==> src/rtl/wb_trace_pkg.sv <==
// Shared types for the write-back commit tracer: FSM encoding, entry layout and MISR feedback tap.
package wb_trace_pkg;

  typedef enum logic [1:0] {
    ST_IDLE    = 2'd0,
    ST_CAPTURE = 2'd1,
    ST_POST    = 2'd2,
    ST_DONE    = 2'd3
  } state_e;

  localparam int unsigned ENTRY_REG_W  = 5;
  localparam int unsigned ENTRY_DATA_W = 32;

  // Storage word layout: destination register in the upper bits, data below.
  typedef struct packed {
    logic [ENTRY_REG_W-1:0]  rd;
    logic [ENTRY_DATA_W-1:0] data;
  } entry_t;

  // Feedback bit of the signature register: XOR of its two most significant bits.
  function automatic logic misr_tap(input logic [63:0] sig, input int unsigned width);
    logic [5:0] hi;
    hi = 6'(width - 1);
    return sig[hi] ^ sig[hi - 6'd1];
  endfunction

endpackage

==> src/rtl/wb_trace_ram.sv <==
// Trace storage: DEPTH words, registered write port and combinational read port.
module wb_trace_ram #(
  parameter int unsigned DEPTH = 16,
  parameter int unsigned WIDTH = 37
) (
  input  logic                     clk_i,
  input  logic                     we_i,
  input  logic [$clog2(DEPTH)-1:0] waddr_i,
  input  logic [WIDTH-1:0]         wdata_i,
  input  logic [$clog2(DEPTH)-1:0] raddr_i,
  output logic [WIDTH-1:0]         rdata_o
);

  logic [WIDTH-1:0] mem_q [DEPTH];

  always_ff @(posedge clk_i) begin
    if (we_i) mem_q[waddr_i] <= wdata_i;
  end

  assign rdata_o = mem_q[raddr_i];

endmodule

==> src/rtl/wb_trace_buffer.sv <==
// Write-back commit tracer: circular capture around a trigger, oldest-first valid/ready drain.
// Optional MISR signature on stored commits when WB_TRACE_SIGNATURE_EN is defined.
module wb_trace_buffer
  import wb_trace_pkg::*;
#(
  parameter int unsigned DATA_W    = 32,
  parameter int unsigned REG_W     = 5,
  parameter int unsigned DEPTH     = 16,
  parameter int unsigned POST_TRIG = 8,
  parameter int unsigned CNT_W     = 32,
  parameter int unsigned SKIP_R0   = 1
) (
  input  logic                     clk,
  input  logic                     reset,
  input  logic                     wb_valid,
  input  logic [REG_W-1:0]         wb_rd,
  input  logic [DATA_W-1:0]        wb_data,
  input  logic                     arm,
  input  logic                     trig,
  input  logic                     rd_ready,
  output logic                     rd_valid,
  output logic [REG_W-1:0]         rd_reg,
  output logic [DATA_W-1:0]        rd_data,
  output logic [1:0]               state,
  output logic [$clog2(DEPTH):0]   count,
  output logic                     overflow,
  output logic [CNT_W-1:0]         commit_count,
  output logic [DATA_W-1:0]        sig
);

  localparam int unsigned PTR_W = $clog2(DEPTH);
  localparam int unsigned CW    = PTR_W + 1;

  state_e             state_q;
  logic [PTR_W-1:0]   wr_ptr_q, rd_ptr_q, post_q;
  logic [CW-1:0]      count_q;
  logic               overflow_q;
  logic [CNT_W-1:0]   commit_count_q;

  logic                    storable, capturing, restart, ram_we, full;
  logic [REG_W+DATA_W-1:0] ram_rdata;

  assign storable  = wb_valid && !((SKIP_R0 != 0) && (wb_rd == '0));
  assign capturing = (state_q == ST_CAPTURE) || (state_q == ST_POST);
  // arm is ignored only while draining
  assign restart   = arm && (state_q != ST_DONE);
  assign ram_we    = storable && capturing && !arm;
  assign full      = (count_q == CW'(DEPTH));

  wb_trace_ram #(
    .DEPTH (DEPTH),
    .WIDTH (REG_W + DATA_W)
  ) u_ram (
    .clk_i   (clk),
    .we_i    (ram_we),
    .waddr_i (wr_ptr_q),
    .wdata_i ({wb_rd, wb_data}),
    .raddr_i (rd_ptr_q),
    .rdata_o (ram_rdata)
  );

  always_ff @(posedge clk or negedge reset) begin
    if (!reset) begin
      state_q        <= ST_IDLE;
      wr_ptr_q       <= '0;
      rd_ptr_q       <= '0;
      post_q         <= '0;
      count_q        <= '0;
      overflow_q     <= 1'b0;
      commit_count_q <= '0;
    end else begin
      if (wb_valid) commit_count_q <= commit_count_q + CNT_W'(1);
      if (restart) begin
        state_q    <= ST_CAPTURE;
        wr_ptr_q   <= '0;
        rd_ptr_q   <= '0;
        post_q     <= '0;
        count_q    <= '0;
        overflow_q <= 1'b0;
      end else begin
        unique case (state_q)
          ST_CAPTURE, ST_POST: begin
            if (ram_we) begin
              wr_ptr_q <= wr_ptr_q + PTR_W'(1);
              if (full) begin
                rd_ptr_q   <= rd_ptr_q + PTR_W'(1);
                overflow_q <= 1'b1;
              end else begin
                count_q <= count_q + CW'(1);
              end
            end
            if (state_q == ST_CAPTURE) begin
              if (trig) begin
                if (POST_TRIG == 0) begin
                  state_q <= ST_DONE;
                end else begin
                  state_q <= ST_POST;
                  post_q  <= PTR_W'(POST_TRIG);
                end
              end
            end else if (ram_we) begin
              post_q <= post_q - PTR_W'(1);
              if (post_q == PTR_W'(1)) state_q <= ST_DONE;
            end
          end
          ST_DONE: begin
            if (count_q == '0) begin
              state_q <= ST_IDLE;
            end else if (rd_ready) begin
              rd_ptr_q <= rd_ptr_q + PTR_W'(1);
              count_q  <= count_q - CW'(1);
              if (count_q == CW'(1)) state_q <= ST_IDLE;
            end
          end
          default: ;
        endcase
      end
    end
  end

`ifdef WB_TRACE_SIGNATURE_EN
  logic [DATA_W-1:0] sig_q;

  always_ff @(posedge clk or negedge reset) begin
    if (!reset) begin
      sig_q <= '0;
    end else if (restart) begin
      sig_q <= '0;
    end else if (ram_we) begin
      sig_q <= {sig_q[DATA_W-2:0], misr_tap(64'(sig_q), DATA_W)} ^ wb_data;
    end
  end

  assign sig = sig_q;
`else
  assign sig = '0;
`endif

  assign rd_valid     = (state_q == ST_DONE) && (count_q != '0);
  assign rd_reg       = rd_valid ? ram_rdata[DATA_W +: REG_W] : '0;
  assign rd_data      = rd_valid ? ram_rdata[DATA_W-1:0] : '0;
  assign state        = state_q;
  assign count        = count_q;
  assign overflow     = overflow_q;
  assign commit_count = commit_count_q;

endmodule

==> config.mk <==
export PLATFORM = sky130hd
export DESIGN_NAME = wb_trace_buffer
export DESIGN_NICKNAME = d
export VERILOG_FILES = /design/src/rtl/wb_trace_pkg.sv /design/src/rtl/wb_trace_ram.sv /design/src/rtl/wb_trace_buffer.sv
export SDC_FILE = /design/constraint.sdc
export NUM_CORES = 1
export LEC_CHECK = 0
export ABC_AREA = 1
export BUFFER_PORTS_ARGS = -buffer_cell sky130_fd_sc_hd__buf_2
export CORE_ASPECT_RATIO = 1.4
export CORE_MARGIN = 2
export CORE_UTILIZATION = 55
export DETAILED_ROUTE_END_ITERATION = 6
export PLACE_DENSITY = 0.73
export SLEW_MARGIN = 20
export SYNTH_ARGS = -nofsm -noshare
export SYNTH_HDL_FRONTEND = slang
export SYNTH_SLANG_ARGS = --single-unit
==> constraint.sdc <==
create_clock -name clk -period 5.1 [get_ports clk]
set_clock_uncertainty 0.05 [all_clocks]
set_input_delay 0.51 -clock clk [delete_from_list [all_inputs] [get_ports clk]]
set_output_delay 0.51 -clock clk [all_outputs]
set_load 0.02 [all_outputs]
==> impl_metrics.tcl, run 1 <==
set metrics [dict create \
    fmax_ghz 0.252 \
    routed_wl_um 64600 \
    cts_hold_buf 1 \
    setup_ws_ns 1.13 \
    vdd_drop_max_mv 0.455 \
    async_flop_share_pct 8.07 \
    synth_top_area_share_pct 65.6 \
    dp_hpwl_um 35300 \
    drcViolationCount 0 \
    cp.arrival_ns 3.41 \
    cp_max_fo 117 \
    synth_enable_flop_cells 592 \
    syn2layout_area_growth_pct 11.6 \
    yosys.area.top_type "edfxtp_1" \
    hp-class "input pin to flip-flop" \
    clkTransAtPathRegs_ns 0.06 \
    ctsResizeCount 0 \
    period_share_pct 77.9 \
    crit_path_top_delay_cell "dfrtp_4" \
    clkLatencyLatePin_ns 0.60 \
    synth.avg_cell_area_um2 11.0 \
    drive_gt1_share_pct 10.5 \
    p_total_mw 14.4 \
    cts.sinks 644 \
    port-buffer-count 120 \
    cts_buffers 58 \
    seqCellArea_mm2 0.0191 \
    placementRows 96 \
    fin_nets 2621 \
    cts_tree "built" \
    dp_slack_ns 1.64 \
    final_antenna_net_count 0 \
    synth.most_common_cell "nand2_1" \
    grt_pass1_vias 17900 \
    syn_area_mm2 0.0271 \
    min_period_ns 3.97 \
    postLayoutCoreUtil_pct 61.8 \
    grt_first_pass_wirelength_um 100000 \
    yosysUniqueCellTypes 30 \
    synth.yosys.seq_area_share_pct 70.5 \
    drt_pass1_iterations 5 \
    ys.flop_type "edfxtp_1" \
    clockBufferDepth 3 \
    status "complete, no violations" \
    critical_path_class "flip-flop to output port" \
    max_stage_delay_ns 0.69 \
    routed_via_density 5.62 \
    synthTopCellsByArea "edfxtp_1 66%, nand2_1 10%, nand3_1 5.2%" \
    cts_max_level 2 \
    max_cap_violations 0 \
    power_leakage_nw 11.7 \
    cts_root_buf "clkbuf_16" \
    ys_warn_count 0 \
    crit_chain "inv_6, buf_4, nand2_1, nand3_1, nand2_1, nor2_1, nand2_1, a21oi_1, buf_2" \
    synth_top_cells_by_count "730 x nand2_1, 592 x edfxtp_1, 281 x nand3_1, 281 x nor2_1, 124 x inv_1" \
    tightest_slew_ns 1.11 \
    fill_cells 3746 \
    io_pins 153 \
    drv_slew 0 \
    end_kind "output port" \
    die_y_um 267 \
    gp_congestion 0.805 \
    cts_setup_buffers 0 \
    coreArea_mm2 0.0489 \
    relSlewSlack_pct 26.2 \
    antenna_found_initial 4 \
    crit_top_cell "nand2_1" \
    p_per_area_mw_per_mm2 475 \
    die_area_mm2 0.0511 \
    cp.required_ns 4.54 \
    grt_usage_pct 25.6 \
    chipWidth_um 192 \
    initial_core_util_pct 55.4 \
    via_count 18300 \
    synthCells 2460 \
    grt_max_degree 181 \
    multi_input_area_mm2 0.00700 \
    routedWlPerCell_um 19.9 \
    hold_viol_final 0 \
    ys_seq_elements 644 \
    grt_overflow 0 \
    drt-initial-drc-count 1756 \
    finalSetupTns_ns 0 \
    rsz0062_at_grt "false" \
    setup_viol_count_final 0 \
    startpoint_type "flip-flop" \
]
-- metrics by stage --
step	hold WS, ns	std cells	area [µm²]
after global placement	0.420	3139	28300
after CTS	0.121	3248	30200
after detailed placement	0.423	3139	28300
after floorplan	0.164	2491	27200
after global routing	0.154	3249	30200
final	0.144	3249	30200
-- placed cells by master (no fill, tap or decap), types with 3 or more instances in the layout --
cell        instances
a21oi_1            41
buf_12              3
buf_2             120
buf_4              38
bufinv_16           6
clkbuf_1           14
clkbuf_16          58
clkinv_1           13
clkinv_2            6
clkinvlp_4          5
conb_1             32
dfrtp_1            50
edfxtp_1          592
ha_1               15
inv_1             121
inv_6               5
nand2_1           729
nand3_1           281
nand3b_1            5
nand4_1            10
nor2_1            264
nor2_4             18
nor3_1             10
o211ai_1           38
o21ai_0            96
xnor2_1            11
xor2_1              9
-- cell type report --
| cell class | instances | share of cell area, % |
|---|---|---|
| Inverter | 127 | 1.61 |
| Sequential cell | 644 | 63.1 |
| Clock inverter | 34 | 1.15 |
| Multi-Input combinational cell | 1569 | 23.2 |
| Tap cell | 637 | 2.64 |
| Antenna cell | 1 | 0.00828 |
| Clock buffer | 74 | 5.07 |
| Timing Repair Buffer | 163 | 3.20 |
-- state kept, by name (all words and copies together) (netlist names) --
name and count:
rd_ptr_q 4, count 5, u_ram.mem_q 592, commit_count 32, state 2, overflow 1
wr_ptr_q 4, post_q 4
-- critical path, delay by kind of cell (launching register included) --
kind	cells	cell delay, ns
simple gates	5	0.50
flops	1	0.69
buf+inv	3	1.38
compound gates	1	0.17
-- worst paths after layout --
path | start | end | slack [ns] | cells past startpoint
worst max-delay path | rd_ptr_q[0] | rd_data[27] | 1.13 | 9
worst min-delay path | wb_valid | commit_count[0] | 0.14 | 2
worst max register to register | state[0] | u_ram.mem_q[8][1] | 1.65 | 8
worst min register to register | post_q[1] | post_q[1] | 0.44 | 2
max in group asynchronous | reset | rd_ptr_q[0] | 3.97 | 3
min in group asynchronous | reset | commit_count[25] | 0.51 | 3
-- power by group --
group | total [mW] | switching [mW] | internal, mW
combinational | 3.87 | 2.77 | 1.10
clock | 4.34 | 1.90 | 2.43
sequential | 6.15 | 0.183 | 5.97
total | 14.4 | 4.86 | 9.50
-- kinds of logic (layout without fill, tap and decap cells) --
logic type | after synthesis | in the layout | share of synthesized area (%)
compound gates | 179 | 179 | 3.68
xor+xnor | 20 | 20 | 0.647
fa+ha+maj | 15 | 15 | 0.693
buf+inv | 278 | 398 | 4.59
flops | 644 | 644 | 70.5
other cells | 1 | 33 | 0.0138
simple gates | 1323 | 1323 | 19.9
-- per-layer routing --
layer  vias up  global-route usage (%)  share of wire [%]
li1       8509                       -                  -
met1      8847                    33.5                 39
met2       762                    43.6                 51
met3       132                    3.59                7.3
met4         6                    9.73                3.1
met5         -                       0              0.050
Note: power is estimated with default switching activity, not from simulation.
==> run 2: changes to the inputs <==
--- a/config.mk
+++ b/config.mk
@@ -5,13 +5,13 @@
 export SDC_FILE = /design/constraint.sdc
 export NUM_CORES = 1
 export LEC_CHECK = 0
-export ABC_AREA = 1
+export ABC_AREA = 0
 export BUFFER_PORTS_ARGS = -buffer_cell sky130_fd_sc_hd__buf_2
 export CORE_ASPECT_RATIO = 1.4
 export CORE_MARGIN = 2
 export CORE_UTILIZATION = 55
 export DETAILED_ROUTE_END_ITERATION = 6
-export PLACE_DENSITY = 0.73
+export PLACE_DENSITY = 0.76
 export SLEW_MARGIN = 20
 export SYNTH_ARGS = -nofsm -noshare
 export SYNTH_HDL_FRONTEND = slang
==> constraint.sdc (replaced) <==
create_clock -name clk -period 3.59 [get_ports clk]
set_clock_uncertainty 0.05 [all_clocks]
set_input_delay 0.359 -clock clk [delete_from_list [all_inputs] [get_ports clk]]
set_output_delay 0.359 -clock clk [all_outputs]
set_load 0.02 [all_outputs]
==> run 2 against run 1 <==
Compared with the run above: register-to-register slack worse by 0.86 ns; non-clock buffer count up 4; via count is 32% lower; hold slack got worse by 0.12 ns; combinational power up 43%; first-iteration DRC count down 29%; sequential power grew 45%; synthesized cell count decreased by 50%; critical endpoint unchanged; largest cell class unchanged; routed wire length decreased by 21%; worst setup slack worse by 0.86 ns; global-route usage shrank 3.8 points; critical path type unchanged.
==> impl_metrics.tcl, run 2 <==
set metrics [dict create \
    multi_input_area_mm2 0.00601 \
    grt_usage_pct 21.8 \
    finalSetupTns_ns 0 \
    drive_gt1_share_pct 30.7 \
    startpoint_type "flip-flop" \
    vdd_drop_max_mv 0.463 \
    ys_seq_elements 644 \
    clockBufferDepth 3 \
    yosysUniqueCellTypes 55 \
    initial_core_util_pct 55.5 \
    io_pins 153 \
    r2r-end "u_ram.mem_q[0][18]" \
    seqCellArea_mm2 0.0191 \
    syn2layout_area_growth_pct 13.8 \
    die_y_um 259 \
    cp_top_family "multiplexers" \
    chipWidth_um 186 \
    syn_area_mm2 0.0255 \
    die_area_mm2 0.0481 \
    rsz0062_at_grt "false" \
    period_share_pct 92.8 \
    drt_pass1_iterations 5 \
    synth.yosys.seq_area_share_pct 74.9 \
    async_flop_share_pct 8.07 \
    clkLatencyLatePin_ns 0.58 \
    critical_path_class "flip-flop to output port" \
    ys_warn_count 0 \
    worst-path-buf-inv 2 \
    coreArea_mm2 0.0458 \
    largest_register_ffs 592 \
    r2r_start "state[0]" \
    fin_nets 1448 \
    antenna_found_initial 3 \
    setup_ws_ns 0.260 \
    synthTopCellsByArea "edfxtp_1 70%, mux4_2 13%, dfrtp_1 5.1%" \
    synth_enable_flop_cells 592 \
    routed_wl_um 51100 \
    cts_buffers 56 \
    cts_root_buf "clkbuf_16" \
    synthCells 1223 \
    dp_slack_ns 0.613 \
    synth.most_common_cell "edfxtp_1" \
    cts_setup_buffers 0 \
    hold_viol_final 0 \
    grt_first_pass_wirelength_um 77400 \
    layout_common_cells "592 x edfxtp_1, 148 x mux4_2, 120 x buf_2, 77 x mux2i_1, 57 x clkbuf_16" \
    routedWlPerCell_um 24.9 \
    crit_cells 5 \
    yosys.area.top_type "edfxtp_1" \
    grt_pass1_vias 12700 \
    cts.sinks 644 \
    cp.arrival_ns 2.92 \
    placementRows 93 \
    p_per_area_mw_per_mm2 712 \
    grt.met2_usage_pct 36.7 \
    grt_max_degree 39 \
    hold_depth 2 \
    min_period_ns 3.33 \
    max_stage_delay_ns 0.75 \
    crit_chain "buf_4, mux4_2, mux2i_1, o22ai_1, buf_2" \
    hp-class "input pin to flip-flop" \
    dp_hpwl_um 29500 \
    gp_congestion 0.796 \
    top_usage_layer "met2" \
    port-buffer-count 120 \
    relSlewSlack_pct 48.0 \
    cts_tree "built" \
    synth_top_cells_by_count "592 x edfxtp_1, 148 x mux4_2, 77 x mux2i_1" \
    end_kind "output port" \
    crit_path_top_delay_cell "dfrtp_4" \
    max_cap_violations 0 \
    power_leakage_nw 9.66 \
    routed_via_density 6.00 \
    fill_cells 3057 \
    met1_usage_pct 29.8 \
    drt-initial-drc-count 1255 \
    grt_overflow 0 \
    hold-path-endpoint "commit_count[0]" \
    reg2reg_slack_ns 0.79 \
    cp_max_fo 23 \
    final_cell_count_no_fill 2056 \
    synth.avg_cell_area_um2 20.8 \
    fmax_ghz 0.300 \
    postLayoutCoreUtil_pct 63.2 \
    ys.flop_type "edfxtp_1" \
    via_count 12300 \
    clkTransAtPathRegs_ns 0.06 \
    post_dp_cell_area_mm2 0.0270 \
    r2r_cells 7 \
    regMostFlops "u_ram.mem_q" \
    status "complete, no violations" \
    cts_max_level 2 \
    dp_cells 1947 \
    cp.required_ns 3.18 \
    tightest_slew_ns 0.780 \
    stdcell_area_mm2 0.0290 \
    setup_viol_count_final 0 \
    drv_slew 0 \
    final_common_cell "edfxtp_1" \
    final_antenna_net_count 0 \
    grt_util_met3_pct 3.11 \
    hold_start "wb_valid" \
    synth_top_area_share_pct 69.8 \
    drcViolationCount 0 \
]
## run 2: layout make-up
type	instances	area share [%]
antenna	1	0.00864
clock buffer	64	5.08
clock inverter	42	1.48
inverter	14	0.181
multi-input combinational	507	20.8
sequential	644	65.9
tap	617	2.66
timing repair buffer	167	3.96
## run 2: per-stage QoR
step	hold slack [ns]	power, mW
finish	0.0272	20.6
global route	0.0171	21.5
CTS	0.00219	20.8
detailed placement	0.301	14.7
global placement	0.299	14.6
floorplan	0.0134	13.0
## run 2: cells by family after synthesis
family                   count (synthesis)  synth area share, %
adder cells (fa/ha/maj)                 15                0.737
flip-flops                             644                 74.9
multiplexers                           230                 16.4
other                                    1               0.0147
AND/OR/NAND/NOR                        125                 2.75
buffers and inverters                  103                 2.14
XOR/XNOR                                33                 1.13
AO/OA/AOI/OAI                           72                 1.94
## run 2: layer usage
metal / wire, µm / vias to the layer above / share of wire, %
li1: - / 5309 / -
met1: 20100 / 6460 / 39
met2: 26800 / 475 / 53
met3: 2880 / 80 / 5.6
met4: 1280 / 4 / 2.5
met5: 26 / - / 0.051
## run 2: worst reg2reg max path, cell delays in order, from the launching register on
cell and delay [ns]:
dfrtp_1 0.46, inv_1 0.07, ha_1 0.38, inv_1 0.17, o211ai_4 0.15, nor3_1 0.29
and2_2 0.52, buf_4 0.38
## run 2: power breakdown
| group | switching [mW] | internal (mW) | leakage (nW) |
|---|---|---|---|
| Combinational | 2.95 | 2.61 | 2.73 |
| Clock | 2.62 | 3.53 | 0.914 |
| Sequential | 0.456 | 8.47 | 6.02 |
## run 2: worst max path at each step
stage | start | end | slack [ns]
after floorplan | state[0] | u_ram.mem_q[4][0] | -1.25
after global placement | state[0] | rd_data[15] | 0.70
after detailed placement | state[0] | rd_data[22] | 0.61
after CTS | state[0] | rd_data[20] | 0.04
after global routing | state[0] | rd_data[23] | 0.07
final | rd_ptr_q[0] | rd_data[27] | 0.26
## run 2: timing repair
| action | CTS | global route |
|---|---|---|
| setup endpoints to repair | 9 | 33 |
| resized for setup | 2 | 1 |
| hold buffers | 2 | 0 |
| endpoints found under the hold margin | 21 | 0 |
==> run 3: changes to the inputs <==
--- a/config.mk
+++ b/config.mk
@@ -5,7 +5,7 @@
 export SDC_FILE = /design/constraint.sdc
 export NUM_CORES = 1
 export LEC_CHECK = 0
-export ABC_AREA = 0
+export ABC_AREA = 1
 export BUFFER_PORTS_ARGS = -buffer_cell sky130_fd_sc_hd__buf_2
 export CORE_ASPECT_RATIO = 1.4
 export CORE_MARGIN = 2
==> run 3 against run 2 <==
Compared with the run above: first-iteration DRC count up 48%; final cell count up 59%; routed wire length up 24%; global-route usage up 3.2 points; combinational power up 3%; register-to-register slack worse by 0.10 ns; total power up 0.20%; flip-flop and latch count unchanged; count of clock-buffer cells in the layout up 8; highest routed layer unchanged.
==> impl_metrics.tcl, run 3 (synthesis gave the netlist of run 1 again) <==
set metrics [dict create \
    status "complete, no violations" \
    period_share_pct 93.7 \
    drt_pass1_iterations 5 \
    routed_wl_um 63400 \
    setup_viol_count_final 0 \
    routed_via_density 5.67 \
    dp_cells 3152 \
    crit_top_cell "nand2_1" \
    p_switching_mw 6.97 \
    worst-path-buf-inv 3 \
    p_per_area_mw_per_mm2 677 \
    vdd_drop_max_mv 0.573 \
    grt_pass1_vias 18400 \
    cts_root_buf "clkbuf_16" \
    gp_congestion 0.827 \
    power_leakage_nw 11.8 \
    layout_common_cells "729 x nand2_1, 592 x edfxtp_1, 281 x nand3_1, 264 x nor2_1, 121 x inv_1" \
    max_stage_delay_ns 0.69 \
    placementRows 96 \
    clkLatencyLatePin_ns 0.61 \
    tightest_slew_ns 1.09 \
    min_period_ns 3.36 \
    drcViolationCount 0 \
    drive_gt1_share_pct 11.1 \
    cts.sinks 644 \
    dp_hpwl_um 36100 \
    post_dp_cell_area_mm2 0.0286 \
    final_cell_count_no_fill 3262 \
    fin_nets 2635 \
    cts_setup_buffers 0 \
    final_antenna_net_count 0 \
    syn2layout_area_growth_pct 12.8 \
    grt_max_degree 90 \
    max_cap_violations 0 \
    clock_power_share_pct 30.0 \
    grt_overflow 0 \
    cts_buffers 58 \
    comb_power_share_pct 27.7 \
    sw_frac_of_total_pct 33.7 \
    cp.required_ns 3.18 \
    regMostFlops "u_ram.mem_q" \
    initial_core_util_pct 55.4 \
    ctsResizeCount 0 \
    relSlewSlack_pct 27.4 \
    cp.arrival_ns 2.96 \
    hold_viol_final 0 \
    cts_max_level 2 \
    antenna_found_initial 2 \
    coreArea_mm2 0.0489 \
    sequentialPowerShare_pct 42.2 \
    clkTransAtPathRegs_ns 0.06 \
    grt_usage_pct 25.0 \
    cp_max_fo 69 \
    drt-initial-drc-count 1863 \
    clockBufferDepth 3 \
    crit_chain "inv_6, buf_12, nand2_1, nand3_1, nand2_1, nor2_1, nand2_1, a21oi_1, buf_2" \
    cts_hold_buf 2 \
    rsz0062_at_grt "false" \
    port-buffer-count 120 \
    finalSetupTns_ns 0 \
    die_area_mm2 0.0511 \
    fmax_ghz 0.297 \
    final_common_cell "nand2_1" \
    intPower_mw 13.7 \
    drv_slew 0 \
    routedWlPerCell_um 19.4 \
    io_pins 153 \
    die_y_um 267 \
    startpoint_type "flip-flop" \
    postLayoutCoreUtil_pct 62.5 \
    crit_path_top_delay_cell "dfrtp_4" \
    critical_path_class "flip-flop to output port" \
    largest_register_ffs 592 \
    end_kind "output port" \
    grt_first_pass_wirelength_um 98300 \
    hp-class "input pin to flip-flop" \
    via_count 18500 \
    holdWs_ns 0.0731 \
    cp_top_family "buffers and inverters" \
    stdcell_area_mm2 0.0305 \
    cts_tree "built" \
    chipWidth_um 192 \
]
## run 3: final timing paths
path,startpoint,to,slack (ns),cells after the start
worst max-delay path,rd_ptr_q[0],rd_data[22],0.23,9
worst min-delay path,wb_data[8],u_ram.mem_q[1][8],0.07,1
worst max register to register,state[0],u_ram.mem_q[8][24],0.69,8
worst min register to register,commit_count[9],commit_count[9],0.47,1
max in group asynchronous,reset,count[3],2.68,3
min in group asynchronous,reset,commit_count[15],0.24,2
## run 3: through the flow
stage	total power, mW	worst slack, ns
floorplan	12.8	-0.0304
global placement	14.3	0.718
detailed placement	14.5	0.702
CTS	20.7	0.198
global route	21.7	0.0343
finish	20.7	0.225
## run 3: layout make-up
type / count / area (µm²)
diodes: 1 / 2.50
clock buffers: 72 / 1560
clock inverters: 35 / 349
fillers: 3652 / 18400
inverters: 127 / 484
multi-input cells: 1569 / 7000
flip-flops and latches: 644 / 19100
well taps: 637 / 797
repair buffers: 177 / 1260
## run 3: power by group through the flow
stage | combinational (mW) | sequential (mW) | clock (mW)
finish | 5.74 | 8.73 | 6.20
global route | 6.40 | 8.77 | 6.56
CTS | 5.72 | 8.73 | 6.28
detailed placement | 5.65 | 8.89 | 0
global placement | 5.47 | 8.87 | 0
floorplan | 3.91 | 8.88 | 0
## run 3: per-layer routing
| metal | track usage (%) | part of all wire, % |
|---|---|---|
| met5 | 0 | 0.017 |
| met4 | 10.0 | 3.4 |
| met3 | 3.76 | 8.1 |
| met2 | 43.9 | 51 |
| met1 | 30.9 | 37 |
